===== config.mk =====
export PLATFORM = sky130hd
export DESIGN_NAME = rst_seq_ctrl
export DESIGN_NICKNAME = d
export VERILOG_FILES = /design/src/rtl/rst_seq_ctrl.sv
export SDC_FILE = /design/constraint.sdc
export NUM_CORES = 1
export LEC_CHECK = 0
export BUFFER_PORTS_ARGS = -buffer_cell sky130_fd_sc_hd__buf_2
export CORE_ASPECT_RATIO = 0.8
export CORE_MARGIN = 2
export CORE_UTILIZATION = 42
export DETAILED_ROUTE_END_ITERATION = 7
export PLACE_DENSITY_LB_ADDON = 0.12
export SLEW_MARGIN = 0
export SYNTH_ARGS = -nofsm -noshare
export SYNTH_HDL_FRONTEND = slang
export SYNTH_SLANG_ARGS = --single-unit

===== constraint.sdc =====
create_clock -name clk -period 6.61 [get_ports clk]
set_clock_uncertainty 0.1 [all_clocks]
set_input_delay 1.322 -clock clk [delete_from_list [all_inputs] [get_ports clk]]
set_output_delay 1.322 -clock clk [all_outputs]
set_load 0.02 [all_outputs]

===== src/rtl/rst_seq_ctrl.sv =====
// rst_seq_ctrl: staged reset sequencer with synchronized release and soft reset.
//   clk          - single clock for all logic
//   rstn         - asynchronous active-low hard reset
//   soft_rst_req - soft-reset request, acted on at its rising edge
//   soft_rst_ack - one-cycle pulse when a soft request is accepted
//   rstn_out     - staged active-low resets, bit 0 released first
//   rst_done     - high once every rstn_out bit is released
//   soft_rst_cnt - saturating count of accepted soft resets
module rst_seq_ctrl #(
    parameter int SYNC_STAGES = 2,
    parameter int HOLD_CYCLES = 16,
    parameter int STAGE_GAP   = 8,
    parameter int NUM_STAGES  = 4
) (
    input  logic                  clk,
    input  logic                  rstn,
    input  logic                  soft_rst_req,
    output logic                  soft_rst_ack,
    output logic [NUM_STAGES-1:0] rstn_out,
    output logic                  rst_done,
    output logic [7:0]            soft_rst_cnt
);
    localparam int MAXC = HOLD_CYCLES > STAGE_GAP ? HOLD_CYCLES : STAGE_GAP;
    localparam int CW   = MAXC > 1 ? $clog2(MAXC) : 1;
    // idx must be able to hold NUM_STAGES once the last bit is released
    localparam int IW   = $clog2(NUM_STAGES + 1);

    typedef enum logic [1:0] {ASSERT, HOLD, RELEASE, DONE} state_t;

    state_t                 state;
    logic [SYNC_STAGES-1:0] sync;
    logic                   sync_rstn;
    logic                   req_q;
    logic                   soft_rise;
    logic [CW-1:0]          cnt;
    logic [IW-1:0]          idx;

    assign sync_rstn = sync[SYNC_STAGES-1];
    assign soft_rise = soft_rst_req & ~req_q;

    // assertion is immediate via async clear; release ripples through the chain
    always_ff @(posedge clk or negedge rstn) begin
        if (!rstn)
            sync <= '0;
        else
            sync <= {sync[SYNC_STAGES-2:0], 1'b1};
    end

    always_ff @(posedge clk or negedge rstn) begin
        if (!rstn) begin
            state        <= ASSERT;
            req_q        <= 1'b0;
            soft_rst_ack <= 1'b0;
            rstn_out     <= '0;
            rst_done     <= 1'b0;
            soft_rst_cnt <= '0;
            cnt          <= '0;
            idx          <= '0;
        end else begin
            req_q        <= soft_rst_req;
            soft_rst_ack <= 1'b0;
            // a soft request outranks any release due on the same edge
            if (soft_rise && state != ASSERT) begin
                state        <= HOLD;
                rstn_out     <= '0;
                rst_done     <= 1'b0;
                soft_rst_ack <= 1'b1;
                cnt          <= '0;
                idx          <= '0;
                if (soft_rst_cnt != 8'hFF)
                    soft_rst_cnt <= soft_rst_cnt + 8'd1;
            end else begin
                case (state)
                    ASSERT: begin
                        if (sync_rstn) begin
                            state <= HOLD;
                            cnt   <= '0;
                        end
                    end
                    HOLD: begin
                        if (cnt == CW'(HOLD_CYCLES - 1)) begin
                            rstn_out[0] <= 1'b1;
                            cnt         <= '0;
                            idx         <= IW'(1);
                            if (NUM_STAGES == 1) begin
                                state    <= DONE;
                                rst_done <= 1'b1;
                            end else begin
                                state <= RELEASE;
                            end
                        end else begin
                            cnt <= cnt + CW'(1);
                        end
                    end
                    RELEASE: begin
                        if (cnt == CW'(STAGE_GAP - 1)) begin
                            rstn_out <= rstn_out | (NUM_STAGES'(1) << idx);
                            idx      <= idx + IW'(1);
                            cnt      <= '0;
                            if (idx == IW'(NUM_STAGES - 1)) begin
                                state    <= DONE;
                                rst_done <= 1'b1;
                            end
                        end else begin
                            cnt <= cnt + CW'(1);
                        end
                    end
                    default: ;
                endcase
            end
        end
    end
endmodule

==> out/qor.yml, run 1 <==
grt_overflow: 0
netlist_area_mm2: 0.00136
tns_ns: 0
cts_sinks: 26
drtPass1Iterations: 4
drt-wirelength-per-cell_um: 14.7
final_util_pct: 50.4
dpl.hpwl_um: 2130
synth_top_area_share_pct: 47.7
synth_top_cells_by_area: "dfrtp_1, ha_1, nand2_1"
start_util_pct: 44.2
min_period_over_period_pct: 41.8
max_freq_mhz: 362
core_mm2: 0.00309
yosysWarnings: 0
num_vias: 1065
antenna_cells: 0
cts_tree: "yes"
synth-seq-area-share_pct: 47.7
fp.dieArea_mm2: 0.00372
max_slew_margin_pct: 62.1
ctsHoldBuffers: 0
nets: 166
worstMarginPinSlew_ns: 0.563
clockBufferDepth: 2
synth_area_leader_cell: "dfrtp_1"
drc: 0
cp-end-kind: "flip-flop"
fin_ws_ns: 3.84
status: "completed"
drive_above_1_share_pct: 17.2
syn_area_per_cell_um2: 10.3
r2r_cells: 7
rsz0062_at_grt: "false"
worstSetupPathType: "in2reg"
post-route-min-period_ns: 2.77
antenna_found_initial: 0
port-buffer-count: 16
required_ns: 6.68
ff2ff_setup_slack_ns: 4.16
cp-start-kind: "primary input"
cts_max_level: 1
powerDensity_mw_per_mm2: 410
track_usage_pct: 17.6
row_count: 18
cts-root-buf: "clkbuf_8"
drtAntennaViolNets: 0
syn_nets: 147
p_leak_nw: 0.750
place_ws_ns: 3.56
crit_fanout: 10
grt_pass1_wl_um: 4800
yosysUniqueCellTypes: 41
critPathLaunch: "soft_rst_req"
syn_inst: 133
die_y_um: 55.0
vias_per_cell: 5.58
grt_pass1_vias: 944
cts_resized: 0
worstSetupEndpoint: "soft_rst_cnt[7]$_DFFE_PN0P_"
hold_class: "reg2reg"
cap_violations: 0
crit_arrival_ns: 2.83
ys_ff_latch: 26
numCtsBuffers: 3
regToRegEndpoint: "soft_rst_cnt[7]$_DFFE_PN0P_"
regArea_um2: 651
timing.rr.start: "state[0]$_DFFE_PN0P_"
grt_max_degree: 27
slew_violations: 0
area_growth_pct: 14.1
path_clk_slew_ns: 0.09
finalSetupViolations: 0
routed_wl_um: 2820
insertion_delay_ns: 0.27
num-fill-cells: 269
hold_viol: 0
drt_iter0_markers: 45
ioPinCount: 17
cts_setup_buffers: 0
die_w_um: 67.7
gp_congestion: 0.848
multiInputGateArea_um2: 667
ir_drop_mv: 0.212
## per-stage QoR
step | cells | instance area, um2 | power [W] | hold slack [ns]
after floorplan | 133 | 1360 | 0.000434 | 0.231
after global placement | 187 | 1490 | 0.000503 | 0.233
after detailed placement | 187 | 1490 | 0.000508 | 0.252
after CTS | 191 | 1560 | 0.000643 | 0.272
after global routing | 191 | 1560 | 0.000692 | 0.281
final | 191 | 1560 | 0.000638 | 0.270
## cell usage in the layout, fill, tap and decap left out, types with 2 or more instances in the layout
cell,netlist,layout
a21o_1,2,2
a21oi_1,7,7
a2bb2oi_1,2,2
a31oi_1,6,6
buf_2,1,16
clkbuf_8,0,3
dfrtp_1,26,26
ha_1,11,11
inv_1,9,9
mux2_2,2,2
nand2_1,14,14
nand2b_1,2,2
nand3_1,4,4
nand3b_1,2,2
nand4_1,4,4
nor2_1,6,6
nor2b_1,2,2
o21ai_0,4,4
o2bb2ai_1,3,3
o31ai_1,2,2
o41ai_1,2,2
xnor2_1,2,2
## registers in the layout, indices dropped and copies added (netlist names)
| signal | cells |
|---|---|
| soft_rst_cnt | 8 |
| idx | 3 |
| sync | 2 |
| state | 2 |
| cnt | 4 |
| rst_done | 1 |
| rstn_out | 4 |
| req_q | 1 |
| soft_rst_ack | 1 |
## per-layer routing
metal	GRT usage [%]	up-vias	part of all wire (%)
li1	-	515	-
met1	25.4	530	51
met2	27.6	18	45
met3	4.86	2	3.4
met4	2.04	0	0.36
met5	0	-	0
## Yosys cell counts
master and count:
mux2_2 2, o22ai_1 1, a31o_2 1, nand4_1 4, nand2_1 14, o21ai_0 4
inv_1 9, nor3b_1 1, nor2_1 6, o31ai_1 2, a31oi_1 6, nand3b_1 2
ha_1 11, and3_1 1, o41ai_1 2, a2bb2oi_1 2, and4_1 1, a21o_1 2
a311oi_1 1, inv_2 1, and4bb_1 1, dfrtp_1 26, or3b_1 1, xnor2_1 2
a211oi_1 1, nor2b_1 2, o2bb2ai_1 3, nand2b_1 2, xor2_1 1, or2_0 1
or3_4 1, or3_1 1, buf_2 1, a21oi_1 7, and3b_1 1, nor3_1 1
and4b_2 1, clkbuf_1 1, nand3_1 4, o22a_1 1, conb_1 1
## worst min path at each step
| stage | cells past startpoint | to | slack [ns] | start |
|---|---|---|---|---|
| floorplan | 0 | sync[1]$_DFF_PN0_ | 0.23 | sync[0]$_DFF_PN0_ |
| global placement | 0 | sync[1]$_DFF_PN0_ | 0.23 | sync[0]$_DFF_PN0_ |
| detailed placement | 0 | sync[1]$_DFF_PN0_ | 0.25 | sync[0]$_DFF_PN0_ |
| CTS | 0 | sync[1]$_DFF_PN0_ | 0.27 | sync[0]$_DFF_PN0_ |
| global route | 0 | sync[1]$_DFF_PN0_ | 0.28 | sync[0]$_DFF_PN0_ |
| finish | 0 | sync[1]$_DFF_PN0_ | 0.27 | sync[0]$_DFF_PN0_ |
## report_power, final
group	switching (W)	total (W)	internal [W]
logic	0.000160	0.000265	0.000105
clock network	0.0000508	0.000132	0.0000811
registers	0.0000441	0.000242	0.000197
## cell families after synthesis
family / count (synthesis) / share of synthesized area (%)
simple gates: 45 / 18.5
compound gates: 33 / 16.4
flops: 26 / 47.7
xor+xnor: 3 / 1.93
mux: 2 / 1.65
buf+inv: 12 / 3.39
fa+ha+maj: 11 / 10.1
other cells: 1 / 0.275
## worst max-delay path, cell delays in order
cell	delay (ns)
buf_2	0.10
or3b_1	0.52
inv_2	0.22
nand4_1	0.19
nor2_1	0.15
mux2_2	0.33
## area by class of cell
cell class	instances	area share [%]
multi-input cells	95	42.8
flip-flops and latches	26	41.8
repair buffers	16	5.14
well taps	40	3.22
clock buffers	3	2.65
inverters	10	2.41
clock inverters	1	1.93
Power figures use the tool's default switching activity.
==> inputs of run 2 (changes only) <==
--- a/config.mk
+++ b/config.mk
@@ -5,6 +5,7 @@
 export SDC_FILE = /design/constraint.sdc
 export NUM_CORES = 1
 export LEC_CHECK = 0
+export ABC_AREA = 1
 export BUFFER_PORTS_ARGS = -buffer_cell sky130_fd_sc_hd__buf_2
 export CORE_ASPECT_RATIO = 0.8
 export CORE_MARGIN = 2
==> constraint.sdc (replaced) <==
create_clock -name clk -period 2.6 [get_ports clk]
set_clock_uncertainty 0.1 [all_clocks]
set_input_delay 0.52 -clock clk [delete_from_list [all_inputs] [get_ports clk]]
set_output_delay 0.52 -clock clk [all_outputs]
set_load 0.02 [all_outputs]
==> run 2 against run 1 <==
Wire length is 8.0% lower. Die area is 4.3% higher. Hold slack worse by 0.13 ns. Core utilization is 0.66 points higher. Synthesized area is 4.6% higher. Synthesized cell count is 27% higher. Design area is 3.5% higher. Sequential cell count stayed put. Critical path depth is 2 higher. Register-to-register slack worse by 3.3 ns. First-iteration DRC count is 47% higher. Sequential share of layout area is 1.4 points lower. Critical endpoint is now state[0]$_DFFE_PN0P_.
==> out/qor.yml, run 2 <==
netlist_area_mm2: 0.00143
drtPass1Iterations: 4
cts_tree: "yes"
rsz0062_at_grt: "false"
antenna_cells: 0
drtAntennaViolNets: 0
max_stage_delay_ns: 0.42
die_y_um: 56.1
worstMarginPinSlew_ns: 0.588
synth-main-ff-cell: "dfrtp_1"
synth_area_leader_cell: "dfrtp_1"
grt_pass1_wl_um: 4350
synthArstFlopShare_pct: 100
cts-root-buf: "clkbuf_8"
grt_overflow: 0
crit_chain: "inv_1 -> ha_1 -> nand3b_4 -> inv_1 -> o21bai_4 -> nand2_1 -> nand2_1 -> nand2_1"
dpl.hpwl_um: 1960
comb_power_share_pct: 46.9
dp.cells: 225
drc: 0
drive_above_1_share_pct: 16.4
start_util_pct: 45.2
core_mm2: 0.00315
cp-start-kind: "flip-flop"
clockBufferDepth: 2
cp_common_cell: "nand2_1"
met3_usage_pct: 4.35
timing.rr.start: "state[0]$_DFFE_PN0P_"
biggestRegsByFlops: "soft_rst_cnt: 8 flops, cnt: 4 flops, rstn_out: 4 flops"
slew_violations: 0
synthMostInstantiatedCell: "nand2_1"
busiest_layer: "met2"
nets: 204
power_frac_clock_pct: 15.6
gp_congestion: 0.866
worstSetupPathType: "reg2reg"
ys_ff_latch: 26
fp.dieArea_mm2: 0.00388
final_common_cell: "nand2_1"
swShare_pct: 43.8
synth-seq-area-share_pct: 45.6
yosysWarnings: 0
max_slew_margin_pct: 60.8
num_vias: 1072
track_usage_pct: 14.0
yosysUniqueCellTypes: 21
insertion_delay_ns: 0.27
max_freq_mhz: 575
drt-wirelength-per-cell_um: 11.3
ctsHoldBuffers: 0
largest_register_ff_count: 8
cts_resized: 0
ir_drop_mv: 0.642
p_leak_nw: 0.876
cap_violations: 0
synthTopCellsByCount: "nand2_1, dfrtp_1, inv_1"
cts_setup_buffers: 0
crit_arrival_ns: 1.80
hold_class: "in2async"
min_period_over_period_pct: 66.9
status: "completed"
area_growth_pct: 13.0
required_ns: 2.66
port-buffer-count: 16
powerDensity_mw_per_mm2: 1020
syn_inst: 169
hold_viol: 0
synth_top_cells_by_area: "dfrtp_1, nand2_1, ha_1"
row_count: 18
finalSetupViolations: 0
synth-edff-count: 0
r2r_cells: 8
path_clk_slew_ns: 0.09
vias_per_cell: 4.68
ff2ff_setup_slack_ns: 0.86
die_w_um: 69.2
power_frac_seq_pct: 37.5
ioPinCount: 17
antenna_found_initial: 0
p_switching_w: 0.000722
use_met2_pct: 22.0
cts_sinks: 26
grt_util_met1_pct: 19.2
crit_fanout: 10
path_buf_inv: 2
final_cells: 229
routed_wl_um: 2590
synth_top_area_share_pct: 45.6
drt_iter0_markers: 66
p_int_w: 0.000928
final_cell_mix: "nand2_1, dfrtp_1, inv_1, buf_2"
regMostFlops: "soft_rst_cnt"
cts_max_level: 1
regToRegEndpoint: "state[0]$_DFFE_PN0P_"
slowest_stage: "dfrtp_1"
post-route-min-period_ns: 1.74
tns_ns: 0
numCtsBuffers: 3
cp-end-kind: "flip-flop"
crit_family: "flip-flops"
syn_nets: 183
grt_max_degree: 27
syn_area_per_cell_um2: 8.44
grt_pass1_vias: 935
run 2: layout make-up:
class                           count  area (um2)
Clock buffer                        4        55.1
Fill cell                         328        1540
Inverter                           24        90.1
Multi-Input combinational cell    119         686
Sequential cell                    26         651
Tap cell                           40        50.0
Timing Repair Buffer               16        80.1
run 2: kinds of logic after synthesis:
family | count (synthesis) | share of synthesized area [%]
AOI/OAI and AO/OA | 19 | 8.16
and+or+nand+nor | 81 | 25.7
xor gates and xnor gates | 7 | 4.30
adders and majority gates | 11 | 9.65
buffers and inverters | 24 | 6.32
other | 1 | 0.263
DFF | 26 | 45.6
run 2: how the worst max path moves through the flow:
| stage | from | endpoint | slack [ns] | depth (start not counted) |
|---|---|---|---|---|
| 3_3_place_gp | state[0]$_DFFE_PN0P_ | state[0]$_DFFE_PN0P_ | 0.90 | 8 |
| 6_report | state[0]$_DFFE_PN0P_ | state[0]$_DFFE_PN0P_ | 0.86 | 8 |
| 4_1_cts | state[0]$_DFFE_PN0P_ | state[0]$_DFFE_PN0P_ | 0.85 | 8 |
| 2_1_floorplan | state[0]$_DFFE_PN0P_ | state[0]$_DFFE_PN0P_ | 1.06 | 8 |
| 5_1_grt | state[0]$_DFFE_PN0P_ | state[0]$_DFFE_PN0P_ | 0.70 | 8 |
| 3_5_place_dp | state[0]$_DFFE_PN0P_ | state[1]$_DFFE_PN0P_ | 0.87 | 8 |
run 2: per-layer routing:
| layer | up-vias | wire length (um) |
|---|---|---|
| li1 | 572 | - |
| met1 | 479 | 1370 |
| met2 | 19 | 1120 |
| met3 | 2 | 95 |
| met4 | 0 | 10 |
| met5 | - | 0 |
run 2: through the flow:
stage | hold slack, ns | worst slack [ns] | util [%] | instance area, um2 | power, W
finish | 0.143 | 0.861 | 51.1 | 1610 | 0.00165
global route | 0.181 | 0.704 | 51.1 | 1610 | 0.00181
detailed placement | 0.252 | 0.866 | 49.4 | 1560 | 0.00141
global placement | 0.243 | 0.897 | 49.4 | 1560 | 0.00140
CTS | 0.163 | 0.852 | 51.1 | 1610 | 0.00167
floorplan | 0.124 | 1.06 | - | 1430 | 0.00121
run 2: power by group through the flow:
stage               Sequential, W  Combinational (W)  Clock, W
global route             0.000636           0.000886  0.000286
CTS                      0.000621           0.000784  0.000268
detailed placement       0.000629           0.000780         0
global placement         0.000621           0.000774         0
floorplan                0.000686           0.000521         0
finish                   0.000619           0.000775  0.000257
==> inputs of run 3 (changes only) <==
==> constraint.sdc (replaced) <==
create_clock -name clk -period 1.45 [get_ports clk]
set_clock_uncertainty 0.1 [all_clocks]
set_input_delay 0.29 -clock clk [delete_from_list [all_inputs] [get_ports clk]]
set_output_delay 0.29 -clock clk [all_outputs]
set_load 0.02 [all_outputs]
==> run 3 against run 2 <==
Critical path type unchanged. Critical path depth is 2 higher. Maximum frequency rose by 9.5%. Highest routed layer unchanged. The run now ends with negative setup slack left. Largest power group unchanged. Sequential power increased by 76%. Largest cell class unchanged.
==> out/qor.yml, run 3 (synthesis gave the netlist of run 2 again) <==
critical_path_depth: 10
power_frac_clock_pct: 11.9
stdcell_area_mm2: 0.00199
post-route-min-period_ns: 1.59
die_w_um: 69.2
finalSetupViolations: 15
timing.rr.start: "state[1]$_DFFE_PN0P_"
cap_violations: 0
max_stage_delay_ns: 0.43
antenna_cells: 0
cts-root-buf: "clkbuf_8"
drt_iter0_markers: 67
hp-start: "soft_rst_req"
numCtsBuffers: 3
r2r_cells: 10
biggestRegsByFlops: "soft_rst_cnt: 8 flops, cnt: 4 flops, rstn_out: 4 flops"
grt_pass1_wl_um: 5270
min_period_over_period_pct: 110
slew_violations: 0
num_vias: 1250
insertion_delay_ns: 0.28
power_w: 0.00395
ir_drop_mv: 0.947
drtAntennaViolNets: 0
hold_viol: 0
status: "finished with violations"
max_freq_mhz: 630
die_y_um: 56.1
grt_pass1_vias: 1141
failed_checks: "negative setup slack"
dpl_cell_area_mm2: 0.00170
max_slew_margin_pct: 61.2
area_growth_pct: 39.2
final_util_pct: 63.0
path_clk_slew_ns: 0.09
crit_fanout: 3
largest_register_ff_count: 8
powerDensity_mw_per_mm2: 1990
fin_ws_ns: -0.138
final_cell_mix: "nand2_1, dfrtp_1, buf_4, inv_1, buf_2"
drc: 0
regToRegEndpoint: "state[1]$_DFFE_PN0P_"
vias_per_cell: 4.88
p_int_w: 0.00225
cp_common_cell: "nand2_4"
p_switching_w: 0.00170
required_ns: 1.51
row_count: 18
cp-start-kind: "flip-flop"
crit_family: "flip-flops"
cts_max_level: 1
hold_class: "in2reg"
crit_chain: "buf_6 -> ha_4 -> inv_4 -> nand2_4 -> nand2_4 -> nand2_4 -> o21bai_4 -> nand2_2 -> nand2_1 -> nand2_1"
drive_above_1_share_pct: 41.7
regMostFlops: "soft_rst_cnt"
comb_power_share_pct: 60.4
grt_overflow: 0
hold_path_end: "req_q$_DFF_PN0_"
drtPass1Iterations: 4
dpl.hpwl_um: 2130
cts_tree: "yes"
ioPinCount: 17
drt-wirelength-per-cell_um: 12.2
track_usage_pct: 17.1
start_util_pct: 45.2
final_cells: 256
rsz0062_at_grt: "true"
slowest_stage: "dfrtp_1"
fp.dieArea_mm2: 0.00388
ff2ff_setup_slack_ns: -0.14
dp.cells: 242
final_common_cell: "nand2_1"
cp-end-kind: "flip-flop"
swShare_pct: 43.1
worstSetupPathType: "reg2reg"
p_leak_nw: 1.03
port-buffer-count: 16
crit_arrival_ns: 1.65
power_frac_seq_pct: 27.7
gp_congestion: 0.784
routed_wl_um: 3130
path_buf_inv: 2
hold_depth: 1
grt_max_degree: 27
clockBufferDepth: 2
tns_ns: -0.715
worstMarginPinSlew_ns: 0.581
cts_sinks: 26
nets: 231
core_mm2: 0.00315
antenna_found_initial: 0
## run 3: changes by cell type in the layout (fill, tap and decap cells not counted), moves of 5 or more
| cell | before | now |
|---|---|---|
| nand2_2 | 3 | 11 |
| inv_4 | 0 | 5 |
| nand2_1 | 53 | 43 |
| inv_1 | 22 | 16 |
| buf_4 | 0 | 22 |
## run 3: area by class of cell
type                       instances  area [um2]
sequential                        26         654
fill                             282        1170
inverter                          24         103
multi-input combinational        120         835
clock buffer                       4        55.1
timing repair buffer              42         289
tap                               40        50.0
## run 3: worst register-to-register path, cell delays in order, from the launching register on
cell	delay (ns)
dfrtp_1	0.43
buf_6	0.14
ha_4	0.17
inv_4	0.07
nand2_4	0.05
nand2_4	0.09
nand2_4	0.07
o21bai_4	0.16
nand2_2	0.08
nand2_1	0.07
nand2_1	0.06
## run 3: power groups by stage
stage               Clock, W  Combinational [W]  Sequential, W
CTS                 0.000496            0.00214        0.00109
floorplan                  0           0.000958        0.00124
detailed placement         0            0.00179        0.00109
finish              0.000469            0.00238        0.00109
global placement           0            0.00177        0.00107
global route        0.000525            0.00260        0.00113
## run 3: worst max path at each step
stage,startpoint,slack [ns],to
global route,state[1]$_DFFE_PN0P_,-0.20,state[1]$_DFFE_PN0P_
global placement,state[1]$_DFFE_PN0P_,-0.10,idx[2]$_DFFE_PN0P_
detailed placement,state[1]$_DFFE_PN0P_,-0.15,rstn_out[0]$_DFFE_PN0P_
finish,state[1]$_DFFE_PN0P_,-0.14,state[1]$_DFFE_PN0P_
floorplan,state[0]$_DFFE_PN0P_,-0.01,state[0]$_DFFE_PN0P_
CTS,state[1]$_DFFE_PN0P_,-0.09,state[0]$_DFFE_PN0P_
## run 3: timing repair
action / CTS / global route
hold endpoints to repair: 26 / 0
hold buffers: 1 / 0
pin swaps: 8 / 14
setup endpoints to repair: 22 / 22
buffers inserted: 5 / 3
cloned: 1 / 0
resized for setup: 22 / 25
## run 3: metrics by stage
stage | setup slack [ns] | hold WS, ns
2_1_floorplan | -0.0116 | -0.106
3_3_place_gp | -0.103 | 0.221
3_5_place_dp | -0.149 | 0.226
4_1_cts | -0.0950 | 0.0729
5_1_grt | -0.198 | 0.0628
6_report | -0.138 | 0.0771
## run 3: routing by layer
metal	vias to the layer above	routed length (um)	global-route usage (%)
met4	0	40	5.88
met5	-	0	0
met3	4	108	4.53
li1	630	-	-
met1	599	1500	23.0
met2	17	1480	26.8
